File: src/rtl/noise_pkg.sv
// Shared constants and lookup tables for the APU noise voice and its envelope.
package noise_pkg;

   localparam logic [3:0] ENV_MAX = 4'hF;
   localparam int         VOL_W   = 4;

   function automatic logic [7:0] length_lut(input logic [4:0] idx);
      logic [7:0] len;
      case (idx)
         5'd0:  len = 8'h0A;  5'd1:  len = 8'hFE;  5'd2:  len = 8'h14;  5'd3:  len = 8'h02;
         5'd4:  len = 8'h28;  5'd5:  len = 8'h04;  5'd6:  len = 8'h50;  5'd7:  len = 8'h06;
         5'd8:  len = 8'hA0;  5'd9:  len = 8'h08;  5'd10: len = 8'h3C;  5'd11: len = 8'h0A;
         5'd12: len = 8'h0E;  5'd13: len = 8'h0C;  5'd14: len = 8'h1A;  5'd15: len = 8'h0E;
         5'd16: len = 8'h0C;  5'd17: len = 8'h10;  5'd18: len = 8'h18;  5'd19: len = 8'h12;
         5'd20: len = 8'h30;  5'd21: len = 8'h14;  5'd22: len = 8'h60;  5'd23: len = 8'h16;
         5'd24: len = 8'hC0;  5'd25: len = 8'h18;  5'd26: len = 8'h48;  5'd27: len = 8'h1A;
         5'd28: len = 8'h10;  5'd29: len = 8'h1C;  5'd30: len = 8'h20;  default: len = 8'h1E;
      endcase
      return len;
   endfunction

   function automatic logic [11:0] noise_period_lut(input logic [3:0] idx);
      logic [11:0] per;
      case (idx)
         4'd0:  per = 12'h004;  4'd1:  per = 12'h008;  4'd2:  per = 12'h010;  4'd3:  per = 12'h020;
         4'd4:  per = 12'h040;  4'd5:  per = 12'h060;  4'd6:  per = 12'h080;  4'd7:  per = 12'h0A0;
         4'd8:  per = 12'h0CA;  4'd9:  per = 12'h0FE;  4'd10: per = 12'h17C;  4'd11: per = 12'h1FC;
         4'd12: per = 12'h2FA;  4'd13: per = 12'h3F8;  4'd14: per = 12'h7F2;  default: per = 12'hFE4;
      endcase
      return per;
   endfunction

endpackage

File: src/rtl/apu_envelope.sv
// Decaying envelope (start flag, divider, loop) shared by the noise and pulse voices.
// Volume is combinational from the decay register; restart is a sticky request.
module apu_envelope
   import noise_pkg::*;
(
   input  logic             clk,
   input  logic             rst_n,
   input  logic             quarter_frame,
   input  logic             restart,
   input  logic             loop,
   input  logic             const_vol,
   input  logic [3:0]       param,
   output logic [VOL_W-1:0] volume
);

   logic       start_q, start_d;
   logic [3:0] divider_q, divider_d;
   logic [3:0] decay_q, decay_d;

   always_comb begin
      start_d   = start_q;
      divider_d = divider_q;
      decay_d   = decay_q;
      if (quarter_frame) begin
         if (start_q) begin
            start_d   = 1'b0;
            decay_d   = ENV_MAX;
            divider_d = param;
         end else if (divider_q == 4'd0) begin
            divider_d = param;
            if (decay_q != 4'd0) decay_d = decay_q - 4'd1;
            else if (loop)       decay_d = ENV_MAX;
         end else begin
            divider_d = divider_q - 4'd1;
         end
      end
      // A restart landing on a quarter frame is held for the following one.
      if (restart) start_d = 1'b1;
      volume = const_vol ? param : decay_q;
   end

   always_ff @(posedge clk) begin
      if (!rst_n) begin
         start_q   <= 1'b0;
         divider_q <= 4'd0;
         decay_q   <= 4'd0;
      end else begin
         start_q   <= start_d;
         divider_q <= divider_d;
         decay_q   <= decay_d;
      end
   end

endmodule

File: src/rtl/noise_channel_env.sv
// APU noise voice: table-driven timer clocking an LFSR, envelope, length counter, enable gate.
// Sample and length status are registered one cycle behind the internal state.
module noise_channel_env
   import noise_pkg::*;
#(
   parameter int TIMER_W   = 12,
   parameter int LFSR_W    = 15,
   parameter int TAP_LONG  = 1,
   parameter int TAP_SHORT = 6
) (
   input  logic             clk,
   input  logic             rst_n,
   input  logic             quarter_frame,
   input  logic             half_frame,
   input  logic             channel_enable,
   input  logic [7:0]       reg_400C,
   input  logic [7:0]       reg_400E,
   input  logic [7:0]       reg_400F,
   input  logic             reg_event,
   output logic [VOL_W-1:0] noise_out,
   output logic             length_active
);

   logic [TIMER_W-1:0] timer_q, timer_d;
   logic               timer_event_q, timer_event_d;
   logic [LFSR_W-1:0]  lfsr_q, lfsr_d;
   logic [7:0]         length_q, length_d;
   logic [VOL_W-1:0]   noise_out_q, noise_out_d;
   logic               length_active_q, length_active_d;
   logic [VOL_W-1:0]   volume;
   logic               fb;
   logic               unused_bits;

   assign unused_bits = ^{reg_400C[7:6], reg_400E[6:4], reg_400F[2:0]};

   apu_envelope u_env (
      .clk           (clk),
      .rst_n         (rst_n),
      .quarter_frame (quarter_frame),
      .restart       (reg_event),
      .loop          (reg_400C[5]),
      .const_vol     (reg_400C[4]),
      .param         (reg_400C[3:0]),
      .volume        (volume)
   );

   always_comb begin
      timer_d       = (timer_q == '0) ? TIMER_W'(noise_period_lut(reg_400E[3:0]))
                                      : timer_q - TIMER_W'(1);
      timer_event_d = (timer_q == '0);

      fb     = lfsr_q[0] ^ (reg_400E[7] ? lfsr_q[TAP_SHORT] : lfsr_q[TAP_LONG]);
      lfsr_d = lfsr_q;
      if (timer_event_q)        lfsr_d = {fb, lfsr_q[LFSR_W-1:1]};
      else if (lfsr_q == '0)    lfsr_d = LFSR_W'(1);

      // Disable dominates, then a length load beats a same-cycle half-frame decrement.
      length_d = length_q;
      if (!channel_enable)
         length_d = 8'd0;
      else if (reg_event)
         length_d = length_lut(reg_400F[7:3]);
      else if (half_frame && (length_q != 8'd0) && !reg_400C[5])
         length_d = length_q - 8'd1;

      noise_out_d     = ((length_q == 8'd0) || lfsr_q[0]) ? '0 : volume;
      length_active_d = (length_q != 8'd0);
   end

   always_ff @(posedge clk) begin
      if (!rst_n) begin
         timer_q         <= '0;
         timer_event_q   <= 1'b0;
         lfsr_q          <= LFSR_W'(1);
         length_q        <= 8'd0;
         noise_out_q     <= '0;
         length_active_q <= 1'b0;
      end else begin
         timer_q         <= timer_d;
         timer_event_q   <= timer_event_d;
         lfsr_q          <= lfsr_d;
         length_q        <= length_d;
         noise_out_q     <= noise_out_d;
         length_active_q <= length_active_d;
      end
   end

   assign noise_out     = noise_out_q;
   assign length_active = length_active_q;

endmodule

File: config.mk
export PLATFORM = sky130hd
export DESIGN_NAME = noise_channel_env
export DESIGN_NICKNAME = d
export VERILOG_FILES = /design/src/rtl/noise_pkg.sv /design/src/rtl/apu_envelope.sv /design/src/rtl/noise_channel_env.sv
export SDC_FILE = /design/constraint.sdc
export NUM_CORES = 1
export LEC_CHECK = 0
export CORE_MARGIN = 4
export CORE_UTILIZATION = 60
export CTS_CLUSTER_DIAMETER = 60
export DETAILED_ROUTE_END_ITERATION = 16
export GPL_ROUTABILITY_DRIVEN = 0
export PLACE_DENSITY = 0.85
export SLEW_MARGIN = 20
export SYNTH_ARGS = -nofsm -noshare
export SYNTH_HDL_FRONTEND = slang
export SYNTH_HIERARCHICAL = 1
export SYNTH_SLANG_ARGS = --single-unit
File: constraint.sdc
create_clock -name clk -period 3.15 [get_ports clk]
set_input_delay 0.7875 -clock clk [delete_from_list [all_inputs] [get_ports clk]]
set_output_delay 0.7875 -clock clk [all_outputs]
set_load 0.01 [all_outputs]
* Word-level counts from Yosys, hierarchy flattened *
Memories as Yosys holds them, arrays and structs flattened.
Index checks and enable logic that the tools add are counted.

word-level totals
  bits in registers = 50
  latch bits = 0
  memory bits (writable) = 0
  ROM bits = 400
  memories kept = 2

cells by class
  $add $sub $neg = 4
  multipliers = 0
  div/mod/pow operators = 0
  magnitude comparators = 0
  equality and inequality tests = 0
  shifts and indexed selects = 0
  mux-type cells = 15
  bitwise operators = 2
  reduce and logical (&&, ||, !) cells = 18

memory list
  memory           words  width  rd ports  clocked after Yosys merged registers in  write ports  line             source
  (no name shown)  32     7      1         0                                        0            noise_pkg.sv:9   case (idx)
  (no name shown)  16     11     1         0                                        0            noise_pkg.sv:24  case (idx)

operators with widths
  cell                                                 number
  2-to-1 mux 15 bit                                    2
  2-to-1 mux 4 bit                                     7
  2-to-1 mux 8 bit                                     2
  logical NOT 15 bit                                   1
  logical NOT 12 bit                                   1
  2-to-1 mux 12 bit                                    1
  subtractor 12 x 1 -> 12 bit (second input constant)  1
  logical NOT 8 bit                                    1
  nonzero test 2 bit                                   4
  nonzero test 8 bit                                   1
  subtractor 4 x 1 -> 4 bit (second input constant)    2
  subtractor 8 x 1 -> 8 bit (second input constant)    1
  logical NOT 4 bit                                    1
  nonzero test 4 bit                                   1
  2-to-1 mux 1 bit                                     3
  AND reduction 3 bit                                  1
  nonzero test 3 bit                                   1
  logical AND 1 bit                                    2
  AND reduction 2 bit                                  1
  OR reduction 2 bit                                   1
  logical NOT 1 bit                                    1
  logical OR 1 bit                                     1
  inverter 1 bit                                       1
  XOR 1 bit                                            1

* Longest topological paths before layout *
  word-level depth = 5
  mapped depth = 8
  depth with buffers taken out = 6

* Modules after synthesis *
The synthesis kept the hierarchy.

modules (own cells, without submodules)
  module             instances  cells an instance  area each (um2)
  noise_channel_env  1          270                2,354.8
  apu_envelope       1          68                 600.6

* Least setup slack after synthesis *
No wires, ideal clock.

  path type = input port to flip-flop
  from = input reg_400F[3]
  to = register length_q[2]
  library setup time = 0.131 ns
  data arrival time = 2.226 ns
  required time = 3.019 ns
  path slack = 0.793 ns
  stages on the path = 6
  buffers on the path = 1
  cells stage by stage = clkbuf_1 inv_1 ha_1 mux4_2 o311ai_0 a21oi_1

between the ends
  word-level cells in the longest chain between the ends = 2

RTL lines
  what                      line                     source
  start: declaration        noise_channel_env.sv:18  input logic [7:0] reg_400F,
  memory read (32 x 7 bit)  --
  2-to-1 mux 8 bit          noise_channel_env.sv:61  else if (reg_event)
  end signal: assignment    noise_channel_env.sv:82  length_q <= length_d;
  end: declaration          noise_channel_env.sv:27  logic [7:0] length_q, length_d;

No other way between the ends.
A chain may end at the register's enable or synchronous reset.

* Worst setup path after layout *
  from = input reg_400F[4]
  to = register length_q[2]

The elaborated chain is that of the path after synthesis.

==> flow_summary.toml <==
[status]
run_status = "completed"

[clock_tree]
htreeDepth = 2
cts.path.max_buffers = 2
clk_pin_slew_ns = 0.10
hold_buffers = 0
cts_tree = "built"
clockRootBuffer = "clkbuf_8"
numCtsBuffers = 5
post-cts-setup-buffers = 0
clk_latency_ns = 0.30
cts_sinks = 50
post_cts_resized = 0

[logic_synthesis]
synth.avg_cell_area_sq_um = 8.74
synth_area_leaders = "dfxtp_1 34%, mux2i_1 6.4%, ha_1 5.1%"
synthDistinctLibCells = 66
synth_seq_cells = 50
ys.flop_type = "dfxtp_1"
synth_top_area_share_pct = 33.9
syn-num-nets = 380
synth_cells = 338
syn_area_sq_mm = 0.00296
yosysMostFrequentCell = "dfxtp_1"
synth_area_leader_cell = "dfxtp_1"
synth-edff-count = 0
synthArstFlopShare_pct = 0
ys_warn_count = 6
synthTopCellsByCount = "50 x dfxtp_1, 27 x nor2_1, 24 x inv_1, 19 x mux2i_1, 18 x nand2_1"
ys_seq_area_share_pct = 33.9

[critical_path]
cp.arrival_ns = 2.65
end_kind = "flop"
path_class = "input port to flop"
worst_setup_path_start_kind = "input port"
crit_fanout = 6
worstPathRequired_ns = 3.33
reg2reg_depth = 4

[floorplanning]
rows = 25
core_sq_mm = 0.00475
die_y_um = 78.2
dieArea_sq_mm = 0.00611
io_pins = 35
start_util_pct = 62.2
die_x_um = 78.2

[layout]
area_delta_synth_final_pct = 14.6
nets = 400
diodes = 0
drive_above_1_share_pct = 8.64
fill_cells = 390
postLayoutCoreUtil_pct = 71.3

[sta]
rsz0062_at_grt = "no"
hold_viol_final = 0
fmax_mhz = 404
slew_viol_final = 0
setup_viol = 0
max-slew-margin-rel_pct = 45.7
worst_pin_slew_ns = 0.813
finalCritPeriodShare_pct = 78.5
fin_skew_ns = 0.0111
fin_crit_ns = 2.47
setup-tns-final_ns = 0

[pwr]
p_seq_share_pct = 42.4
combPwrFrac_pct = 34.5
swShare_pct = 34.6
clock_power_share_pct = 23.1
power.density_mw_per_mm2 = 591
netSwitchingPower_mw = 0.694
p_leak_nw = 1.25
ir_drop_uv = 387
p_int_mw = 1.31

[global_routing]
grt_max_degree = 22
grt_pass1_wl_um = 11200
grt.overflow.total = 0
antenna_found_initial = 0
gr-usage-all-layers_pct = 22.3
grt_pass1_vias = 2503

[drt]
drc = 0
drtIter0Drc = 113
route.vias.total = 2606
via_per_inst = 6.12
wl_per_cell_um = 15.3
ant_nets = 0
wl_um = 6530
first_pass_iters = 4

[placed_design]
port_buffers = 26
hpwl_um = 4520

[job]
maxCapViolCount = 0

[worst_hold_path]
min_path_type = "flop to flop"
min_path_cells = 2
final timing paths:
kind,start,end,slack [ns]
worst max-delay path,reg_400F[4],length_q[2],0.68
worst min-delay path,lfsr_q[10],lfsr_q[10],0.55
worst max register to register,timer_q[2],timer_q[3],0.76
worst min register to register,lfsr_q[10],lfsr_q[10],0.55
state kept, by name, indices dropped and copies added (netlist names):
register         flops
u_env/divider_q      4
noise_out            4
timer_event_q        1
timer_q             12
u_env/start_q        1
u_env/decay_q        4
length_active        1
length_q             8
lfsr_q              15
worst max-delay path, cell delays in order:
cell and delay (ns):
clkdlybuf4s50_1 0.57, inv_1 0.13, ha_1 0.31, mux4_2 0.45, o311ai_0 0.33, a21oi_1 0.07
area by class of cell:
class,count,area [sq um],share of cell area [%]
sequential,50,1000,29.5
timing repair buffer,33,313,9.23
inverter,24,90.1,2.66
clock buffer,5,68.8,2.03
multi-input combinational,244,1780,52.7
tap,67,83.8,2.47
clock inverter,3,47.5,1.40
placed cells by master (no fill, tap or decap), types with 5 or more instances in the layout:
cell | synthesis | final
o21ai_0 | 10 | 10
xnor2_1 | 9 | 9
nor4_1 | 9 | 9
nor3_1 | 6 | 6
buf_4 | 0 | 7
mux2i_1 | 19 | 19
clkbuf_8 | 0 | 5
clkdlybuf4s50_1 | 0 | 26
nand2_1 | 18 | 18
a31oi_1 | 5 | 5
ha_1 | 12 | 12
or3_1 | 6 | 6
a21oi_1 | 16 | 16
and2_1 | 6 | 6
inv_1 | 24 | 24
dfxtp_1 | 50 | 50
nand3_1 | 5 | 5
nor2_1 | 27 | 27
a211oi_1 | 14 | 14
stage by stage:
stage | area [sq um] | setup slack (ns) | hold WS (ns) | power, mW | cells
floorplan | 2960 | 0.793 | 0.483 | 1.38 | 338
global placement | 3270 | 0.411 | 0.499 | 1.51 | 418
detailed placement | 3270 | 0.379 | 0.518 | 1.54 | 418
CTS | 3390 | 0.683 | 0.545 | 2.00 | 426
global route | 3390 | 0.538 | 0.581 | 2.13 | 426
finish | 3390 | 0.677 | 0.545 | 2.00 | 426
power by group through the flow:
| stage | Combinational [mW] | Sequential (mW) | Clock (mW) |
|---|---|---|---|
| after floorplan | 0.566 | 0.812 | 0 |
| after global placement | 0.657 | 0.852 | 0 |
| after global routing | 0.772 | 0.865 | 0.492 |
| after CTS | 0.690 | 0.844 | 0.471 |
| final | 0.692 | 0.849 | 0.462 |
| after detailed placement | 0.677 | 0.858 | 0 |
routing by layer:
metal | track usage [%] | vias to the layer above | share of wire [%]
met5 | 0 | - | 0
met3 | 3.67 | 14 | 3.6
li1 | - | 1298 | -
met1 | 28.0 | 1235 | 45
met2 | 38.2 | 59 | 50
met4 | 8.92 | 0 | 2.0
cells by family after synthesis:
kind of cell	after synthesis	share of synthesized area, %
DFF	50	33.9
adders and majority gates	12	5.08
AOI/OAI and AO/OA	84	21.0
buffers and inverters	44	5.76
muxes	22	7.96
xor gates and xnor gates	12	3.56
and+or+nand+nor	114	22.8
Power figures use the tool's default switching activity.
